File: src/rtl/div32_iter.sv
// Iterative 32-bit integer divider (restoring radix-2, one quotient bit per cycle).
// Results follow RISC-V DIV/DIVU/REM/REMU, including divide-by-zero and signed overflow.
module div32_iter (
    input  logic        clk,
    input  logic        rst,
    input  logic        hci_rdy_i,
    input  logic        in_en_i,
    input  logic [31:0] a_i,
    input  logic [31:0] b_i,
    input  logic        div_signed_i,
    output logic        out_en_o,
    output logic        idle_o,
    output logic [31:0] q_o,
    output logic [31:0] rem_o
);

    typedef enum logic [1:0] {IDLE, CALC, FIX} state_t;

    state_t      state_q;
    logic [4:0]  cnt_q;
    logic [32:0] prem_q;
    logic [31:0] quo_q;
    logic [31:0] dvs_q;
    logic        neg_q_q, neg_r_q;
    logic [31:0] q_q, rem_q;
    logic        out_en_q;

    // Operand conditioning at accept time
    logic        sa, sb, div0, ovf;
    logic [31:0] mag_a, mag_b;

    always_comb begin
        sa    = div_signed_i & a_i[31];
        sb    = div_signed_i & b_i[31];
        mag_a = sa ? (~a_i + 32'd1) : a_i;
        mag_b = sb ? (~b_i + 32'd1) : b_i;
        div0  = (b_i == 32'd0);
        ovf   = div_signed_i && (a_i == 32'h8000_0000) && (b_i == 32'hFFFF_FFFF);
    end

    // One restoring step: shift in the next dividend bit, try subtracting the divisor
    logic [32:0] shifted;
    logic [33:0] diff;

    always_comb begin
        shifted = {prem_q[31:0], quo_q[31]};
        diff    = {1'b0, shifted} - {2'b00, dvs_q};
    end

    always_ff @(posedge clk) begin
        if (!rst) begin
            state_q  <= IDLE;
            cnt_q    <= 5'd0;
            prem_q   <= 33'd0;
            quo_q    <= 32'd0;
            dvs_q    <= 32'd0;
            neg_q_q  <= 1'b0;
            neg_r_q  <= 1'b0;
            q_q      <= 32'd0;
            rem_q    <= 32'd0;
            out_en_q <= 1'b0;
        end else if (hci_rdy_i) begin
            out_en_q <= 1'b0;
            case (state_q)
                IDLE: begin
                    if (in_en_i) begin
                        cnt_q <= 5'd0;
                        dvs_q <= mag_b;
                        if (div0 || ovf) begin
                            // Special results are preloaded raw and bypass CALC
                            quo_q   <= div0 ? 32'hFFFF_FFFF : 32'h8000_0000;
                            prem_q  <= div0 ? {1'b0, a_i} : 33'd0;
                            neg_q_q <= 1'b0;
                            neg_r_q <= 1'b0;
                            state_q <= FIX;
                        end else begin
                            quo_q   <= mag_a;
                            prem_q  <= 33'd0;
                            neg_q_q <= sa ^ sb;
                            neg_r_q <= sa;
                            state_q <= CALC;
                        end
                    end
                end
                CALC: begin
                    if (diff[33]) begin
                        prem_q <= shifted;
                        quo_q  <= {quo_q[30:0], 1'b0};
                    end else begin
                        prem_q <= diff[32:0];
                        quo_q  <= {quo_q[30:0], 1'b1};
                    end
                    cnt_q <= cnt_q + 5'd1;
                    if (cnt_q == 5'd31) state_q <= FIX;
                end
                FIX: begin
                    q_q      <= neg_q_q ? (~quo_q + 32'd1) : quo_q;
                    rem_q    <= neg_r_q ? (~prem_q[31:0] + 32'd1) : prem_q[31:0];
                    out_en_q <= 1'b1;
                    cnt_q    <= 5'd0;
                    state_q  <= IDLE;
                end
                default: state_q <= IDLE;
            endcase
        end
    end

    assign idle_o   = (state_q == IDLE);
    assign out_en_o = out_en_q;
    assign q_o      = q_q;
    assign rem_o    = rem_q;

endmodule

File: config.mk
export PLATFORM = sky130hd
export DESIGN_NAME = div32_iter
export DESIGN_NICKNAME = d
export VERILOG_FILES = /design/src/rtl/div32_iter.sv
export SDC_FILE = /design/constraint.sdc
export NUM_CORES = 1
export LEC_CHECK = 0
export CAP_MARGIN = 20
export CORE_MARGIN = 2
export CORE_UTILIZATION = 30
export CTS_BUF_LIST = sky130_fd_sc_hd__clkbuf_16
export DETAILED_ROUTE_END_ITERATION = 10
export PLACE_DENSITY = 0.59
export SLEW_MARGIN = 20
export SYNTH_ARGS = -nofsm -noshare
export SYNTH_HDL_FRONTEND = slang
export SYNTH_SLANG_ARGS = --single-unit
File: constraint.sdc
create_clock -name clk -period 4.9 [get_ports clk]
set_input_delay 0.98 -clock clk [delete_from_list [all_inputs] [get_ports clk]]
set_output_delay 0.98 -clock clk [all_outputs]
set_load 0.005 [all_outputs]
Word level (Yosys, flattened, before mapping)
Index checks and enable logic that the tools add are counted.
- logic and storage cells: 65
- input bits: 69
- bits in registers: 170
- bitwise gates (word level): 7
- $add $sub $neg: 6
- reduce and logical (&&, ||, !) cells: 12
- multiplexer cells: 23
- equal/unequal tests: 7
- operators with widths (kind ; number):
    32-bit 2-to-1 mux ; 10
    32-bit by 1-bit adder with 32-bit output (second input constant) ; 4
    32-bit inverter ; 4
    32-bit case mux with 2 select lines ; 2
    32-bit == test (second input constant) ; 2
    33-bit by 32-bit subtractor with 34-bit output ; 1
    32-bit zero test ; 1
    31-bit 2-to-1 mux ; 1
    5-bit case mux with 3 select lines ; 1
    3-bit AND reduction ; 4
    2-bit 2-to-1 mux ; 3
    5-bit by 1-bit adder with 5-bit output (second input constant) ; 1
    5-bit == test (second input constant) ; 1
    5-bit 2-to-1 mux ; 1
    1-bit 2-to-1 mux ; 4
    2-bit inequality test (second input constant) ; 2
    2-bit case mux with 2 select lines ; 1
    3-bit nonzero test ; 1
    1-bit AND ; 2
    2-bit by 1-bit == test with 1-bit output (second input constant) ; 1
    2-bit == test (second input constant) ; 1
    1-bit logical AND ; 2
    2-bit zero test ; 1
    2-bit AND reduction ; 1
    3 further kinds ; 3

Longest topological paths before layout
Gate-level depths: netlist (run 1).
- depth after elaboration: 7
- gate-level depth with buffers: 12

Worst setup path after synthesis (run 1)
No wires, ideal clock.
- path type: register -> register
- start point: register quo_q[31]
- end point: register prem_q[30]
- setup slack: 2.119 ns
- stages on the path, launching flop included: 12
- path buffers: 0
- data arrival time: 2.656 ns
- required time: 4.775 ns
- cell sequence: dfxtp_1 > inv_1 > ha_1 > fa_1 > and2b_1 > o2111ai_1 > a2111oi_2 > a311oi_2 > o31ai_2 > a211oi_1 > o41ai_1 > nor2_1
- cells in the longest elaborated chain, start to end: 3
- RTL lines (element ; line ; text):
    start, declared ; 22 ; logic [31:0] quo_q;
    start signal, assigned ; 71 ; quo_q <= div0 ? 32'hFFFF_FFFF : 32'h8000_0000;
    start signal, assigned ; 77 ; quo_q <= mag_a;
    start signal, assigned ; 88 ; quo_q <= {quo_q[30:0], 1'b0};
    33-bit by 32-bit subtractor with 34-bit output ; 47 ; diff = {1'b0, shifted} - {2'b00, dvs_q};
    32-bit 2-to-1 mux ; 86 ; if (diff[33]) begin
    32-bit case mux with 2 select lines ; 64 ; case (state_q)
    end signal, assigned ; 72 ; prem_q <= div0 ? {1'b0, a_i} : 33'd0;
    end signal, assigned ; 87 ; prem_q <= shifted;
    end signal, assigned ; 90 ; prem_q <= diff[32:0];
    end, declared ; 21 ; logic [32:0] prem_q;
No other way between the ends.
A chain may end at the register's enable or synchronous reset.

Final worst setup path (run 1)
- start point: input a_i[24]
- end point: register quo_q[9]
- cells in the longest elaborated chain, start to end: 7
- RTL lines (element ; line ; text):
    start, declared ; 8 ; input logic [31:0] a_i,
    32-bit == test ; 38 ; ovf = div_signed_i && (a_i == 32'h8000_0000) && (b_i == 32'hFFFF_FFFF);
    1-bit logical AND (2 in series) ; 38 ;
    1-bit logical OR ; 69 ; if (div0 || ovf) begin
    32-bit 2-to-1 mux ; 69 ;
    32-bit 2-to-1 mux ; 66 ; if (in_en_i) begin
    32-bit case mux with 2 select lines ; 64 ;
No other way between the ends. The select of a mux whose other input is x is not followed.

==> results.ini, run 1 <==
[critical_path]
setup.worst_path.start_class = primary input
slowest_delay_ps = 640
reg2reg_from = prem_q[11]$_SDFFE_PN0P_
crit_path_frequent_cell = a21oi_1
crit_cells = 9
crit_end = quo_q[9]$_SDFFE_PN0P_
cp-startpoint = a_i[24]
critPathArrivalTime_ps = 3960
path_buf_inv = 2
rrSetupSlack_ps = 1470
rr_endpoint = prem_q[3]$_SDFFE_PN0P_
critPathTopFamily = simple AND/OR/NAND/NOR gates
cp.required_ps = 5210
crit_path_max_fanout = 15
critical_path.slowest_cell = or4_1
endpoint_kind = flip-flop
crit_chain = clkdlybuf4s50_1, or4_1, nor4_2, nand4_1, nor2_2, buf_4, nor3_1, a21oi_1, a21oi_1
rr_worst_depth = 10
crit_type = primary input to flip-flop

[logic_synthesis]
synth_edf_count = 0
netlist_instances = 1498
netlist-cell-type-count = 82
syn_nets = 1607
synth_top_area_frac = 0.289
synth.most_common_cell = nand2_1
synthTopCellsByCount = nand2_1, dfxtp_1, a21oi_1, o21ai_0, xor2_1
synth-seq-cells = 170
yosysSeqAreaShare = 0.289
yosys-top-cells-area = dfxtp_1, xor2_1, o211a_1
yosys.area.top_type = dfxtp_1
synth_area_um2 = 11800
synth_warnings = 0
synthArstFlopShare = 0
synth_ff_type = dfxtp_1
avgSynthCellArea_um2 = 7.86

[routing]
wirelength_mm = 36.1
wl_met3_mm = 1.91
highest_layer = met5
via_per_inst = 5.34
drt-wirelength-per-cell_um = 17.2
first_pass_iters = 7
antenna_left = 0
drcViolationCount = 0
vias = 11200
drt_iter0_drc = 810
met1_length_mm = 17.4
wl_met2_mm = 16.1

[power]
p_leak_nw = 5.96
p_per_area_nw_per_um2 = 290
peakVddDrop_uv = 196
power_mw = 4.08

[timing]
finalSetupViolCount = 0
finClkSkew_ps = 14.6
maxSlewViolCount = 0
period_minus_slack_ps = 3640
fin_tns_setup_ps = 0
worst_slew_pin_slew_ps = 984
hold_viol_final = 0
rsz0062_at_grt = false
setup_ws_ps = 1260
slew_headroom = 0.343
timing.final.crit_share = 0.743
fmax_mhz = 275

[place]
hpwlAfterDp_mm = 27.3
gp_routability_congestion = 0.863
io_buffer_count = 134
place_ws_ps = 402

[floorplanning]
die_width_um = 202
die_h_um = 202
rows = 72
fp.dieArea_um2 = 40900
core_area_um2 = 38700
io_pins = 135
start_util = 0.304

[grt]
grt_max_degree = 84
track_usage = 0.175
antenna_found_initial = 1
grt_pass1_vias = 10500
grt_pass1_wl_mm = 57.7
grt_overflow = 0

[cts]
cts_root_buffer = clkbuf_16
cts_sinks = 170
clockBufferDepth = 2
htree_levels = 4
cts_hold_buf = 0
cts_made_buffers = 17
clock_latency_ps = 440
post_cts_buffers = 0
clk_pin_slew_ps = 70
cts_resized = 0
cts_tree = yes

[outcome]
status = completed

[cells_and_area]
seqCellArea_um2 = 3400
nFillCells = 4115
area_delta_synth_final_pct = 19.5
antennaDiodeCount = 0
multi_input_area_um2 = 7770
final_net_count = 1678
drive_gt1_frac = 0.0556

[worst_hold_path]
hold_class = flip-flop to flip-flop

[flow_run]
drv_cap = 0

## state kept, by name, summed over array words and instances, names as in the netlist
signal	flops
dvs_q	32
prem_q	32
q_o	32
quo_q	32
rem_o	32
cnt_q	5
state_q	2
neg_q_q	1
neg_r_q	1
out_en_o	1
## cell usage in the layout (no fill, tap or decap), types with 57 or more instances in the layout
cell type,instances
nand2_1,192
dfxtp_1,169
a21oi_1,139
clkdlybuf4s50_1,133
o21ai_0,121
xor2_1,98
o211a_1,80
nor2_1,61
inv_1,57
## metrics by stage
stage / hold WS [ps] / instances / instance area, µm² / utilization
final: 466 / 2100 / 14100 / 0.363
after global routing: 497 / 2100 / 14100 / 0.363
after CTS: 470 / 2100 / 14100 / 0.363
after detailed placement: 462 / 2068 / 13500 / 0.349
after global placement: 458 / 2068 / 13500 / 0.349
after floorplan: 441 / 1498 / 11800 / -
## cell type report
cell class | instances | share of cell area
multi-input cells | 1171 | 0.552
flip-flops and latches | 170 | 0.242
repair buffers | 154 | 0.107
well taps | 518 | 0.0460
clock buffers | 17 | 0.0302
inverters | 55 | 0.0147
clock inverters | 15 | 0.00845
## logic make-up after synthesis
kind of cell,count (synthesis),synth area share
AO/OA/AOI/OAI,528,0.306
XOR/XNOR,137,0.102
adder cells (fa/ha/maj),40,0.0431
buffers and inverters,157,0.0541
flip-flops,170,0.289
multiplexers,11,0.00935
AND/OR/NAND/NOR,455,0.197
## worst min path at each step
| stage | from | to | slack (ps) | depth (start not counted) |
|---|---|---|---|---|
| after CTS | rem_o[0]$_SDFFE_PN0P_ | rem_o[0]$_SDFFE_PN0P_ | 470 | 2 |
| final | rem_o[0]$_SDFFE_PN0P_ | rem_o[0]$_SDFFE_PN0P_ | 470 | 2 |
| after global routing | rem_o[0]$_SDFFE_PN0P_ | rem_o[0]$_SDFFE_PN0P_ | 500 | 2 |
| after global placement | q_o[0]$_SDFFE_PN0P_ | q_o[0]$_SDFFE_PN0P_ | 460 | 2 |
| after floorplan | dvs_q[31]$_SDFFE_PN0P_ | dvs_q[31]$_SDFFE_PN0P_ | 440 | 2 |
| after detailed placement | rem_o[0]$_SDFFE_PN0P_ | rem_o[0]$_SDFFE_PN0P_ | 460 | 2 |
## layer usage
| metal | GRT usage | vias up |
|---|---|---|
| met5 | 0 | - |
| met4 | 0.0493 | 2 |
| met3 | 0.0261 | 34 |
| met2 | 0.280 | 350 |
| met1 | 0.246 | 5250 |
| li1 | - | 5585 |
## power breakdown
part	switching (mW)	internal, mW
Combinational	0.746	0.502
Clock	0.631	0.660
Sequential	0.0966	1.45
## worst register-to-register path, stage by stage, from the launching register on
cell and delay, ps:
dfxtp_1 540, ha_1 400, a21oi_2 230, o21ai_0 130
a311oi_1 440, o211ai_2 280, a22oi_4 640, buf_4 290
nor2_1 60, a211oi_1 210, o31ai_1 90
No activity file was read; power rests on OpenSTA's default activity.
==> run 2, diff against run 1 <==
--- a/config.mk
+++ b/config.mk
@@ -10,7 +10,7 @@
 export CORE_UTILIZATION = 30
 export CTS_BUF_LIST = sky130_fd_sc_hd__clkbuf_16
 export DETAILED_ROUTE_END_ITERATION = 10
-export PLACE_DENSITY = 0.59
+export PLACE_DENSITY = 0.61
 export SLEW_MARGIN = 20
 export SYNTH_ARGS = -nofsm -noshare
 export SYNTH_HDL_FRONTEND = slang
==> constraint.sdc (replaced) <==
create_clock -name clk -period 3 [get_ports clk]
set_input_delay 0.6 -clock clk [delete_from_list [all_inputs] [get_ports clk]]
set_output_delay 0.6 -clock clk [all_outputs]
set_load 0.005 [all_outputs]
==> results.ini, run 2 (synthesis results as in run 1) <==
[routing]
vias = 11700
drt_iter0_drc = 927
first_pass_iters = 5
antenna_left = 0
via_per_inst = 5.26
drcViolationCount = 0
drt-wirelength-per-cell_um = 17.0
wirelength_mm = 38.0

[cts]
cts_root_buffer = clkbuf_16
cts_tree = yes
clock_latency_ps = 450
htree_levels = 4
clockBufferDepth = 2
cts_sinks = 170
clk_pin_slew_ps = 70
cts_made_buffers = 17

[power]
power_mw = 7.04
peakVddDrop_uv = 302
switching_share = 0.357
seq_power_share = 0.354
p_per_area_nw_per_um2 = 463
p_int_mw = 4.53
p_comb_frac = 0.335
p_leak_nw = 6.62
pwr-share-clk = 0.312
p_sw_mw = 2.51

[grt]
grt_max_degree = 83
grt_pass1_wl_mm = 59.8
grt_pass1_vias = 10800
track_usage = 0.183
grt_overflow = 0
antenna_found_initial = 1

[critical_path]
setup.worst_path.start_class = flip-flop
cp.required_ps = 3330
critPathArrivalTime_ps = 3190
endpoint_kind = flip-flop
crit_type = flip-flop to flip-flop
crit_path_max_fanout = 3

[cells_and_area]
final_net_count = 1807
area_delta_synth_final_pct = 29.0
drive_gt1_frac = 0.131
instances_no_fill = 2230
final_area_um2 = 15200
final_cell_mix = nand2_1, dfxtp_1, buf_4, a21oi_1, clkdlybuf4s50_1
layout_commonest_cell = nand2_1
fin_util = 0.392

[place]
place_ws_ps = -129
io_buffer_count = 134
gp_routability_congestion = 0.889
dp.cells = 2195
place_area_um2 = 14600
hpwlAfterDp_mm = 29.4

[timing]
maxSlewViolCount = 0
hold_viol_final = 0
period_minus_slack_ps = 2860
setup_ws_ps = 138
hold-worst-slack_ps = 482
worst_slew_pin_slew_ps = 737
fin_tns_setup_ps = 0
finalSetupViolCount = 0
fmax_mhz = 349
slew_headroom = 0.508
timing.final.crit_share = 0.954
finClkSkew_ps = 13.1

[worst_hold_path]
hold_class = flip-flop to flip-flop

[floorplanning]
core_area_um2 = 38700
io_pins = 135
die_h_um = 202
die_width_um = 202
fp.dieArea_um2 = 40900
start_util = 0.304
rows = 72

[outcome]
status = completed

[flow_run]
drv_cap = 0

[run 2: final timing paths]
check / from / end / slack, ps / cells past startpoint
worst max-delay path: quo_q[31]$_SDFFE_PN0P_ / prem_q[30]$_SDFFE_PN0P_ / 140 / 12
worst min-delay path: dvs_q[31]$_SDFFE_PN0P_ / dvs_q[31]$_SDFFE_PN0P_ / 480 / 2
worst max register to register: quo_q[31]$_SDFFE_PN0P_ / prem_q[30]$_SDFFE_PN0P_ / 140 / 12
worst min register to register: dvs_q[31]$_SDFFE_PN0P_ / dvs_q[31]$_SDFFE_PN0P_ / 480 / 2
[run 2: routing by layer]
metal	global-route usage	share of wire	up-vias
met1	0.260	0.47	5437
met5	0	0	-
met3	0.0284	0.058	42
met4	0.0618	0.025	0
met2	0.283	0.44	402
li1	-	-	5858
[run 2: area by class of cell]
type	instances	area, µm²
sequential	170	3400
antenna	1	2.50
multi-input combinational	1171	7810
clock buffer	17	425
fill	3994	23500
inverter	55	206
clock inverter	15	140
tap	518	648
timing repair buffer	283	2560
[run 2: repair_timing]
item / in CTS / in global routing
pin swaps: 1 / 6
setup buffers: 0 / 2
resized for setup: 0 / 11
setup endpoints to repair: 1 / 7
hold buffers: 0 / 0
[run 2: critical path: stages, from the launching register on]
cell and delay, ps:
dfxtp_2 330, inv_1 50, ha_1 220, fa_2 340
and2b_1 230, o2111ai_2 130, a2111oi_2 350, a311oi_2 110
o31ai_2 310, buf_4 170, a211oi_1 80, o41ai_1 360
nor2_1 70
[run 2: power groups by stage]
stage / logic, mW / registers [mW] / clock network [mW]
CTS: 2.29 / 2.48 / 2.24
detailed placement: 2.28 / 2.54 / 0
finish: 2.36 / 2.49 / 2.19
floorplan: 1.50 / 2.51 / 0
global placement: 2.26 / 2.53 / 0
global route: 2.58 / 2.50 / 2.33
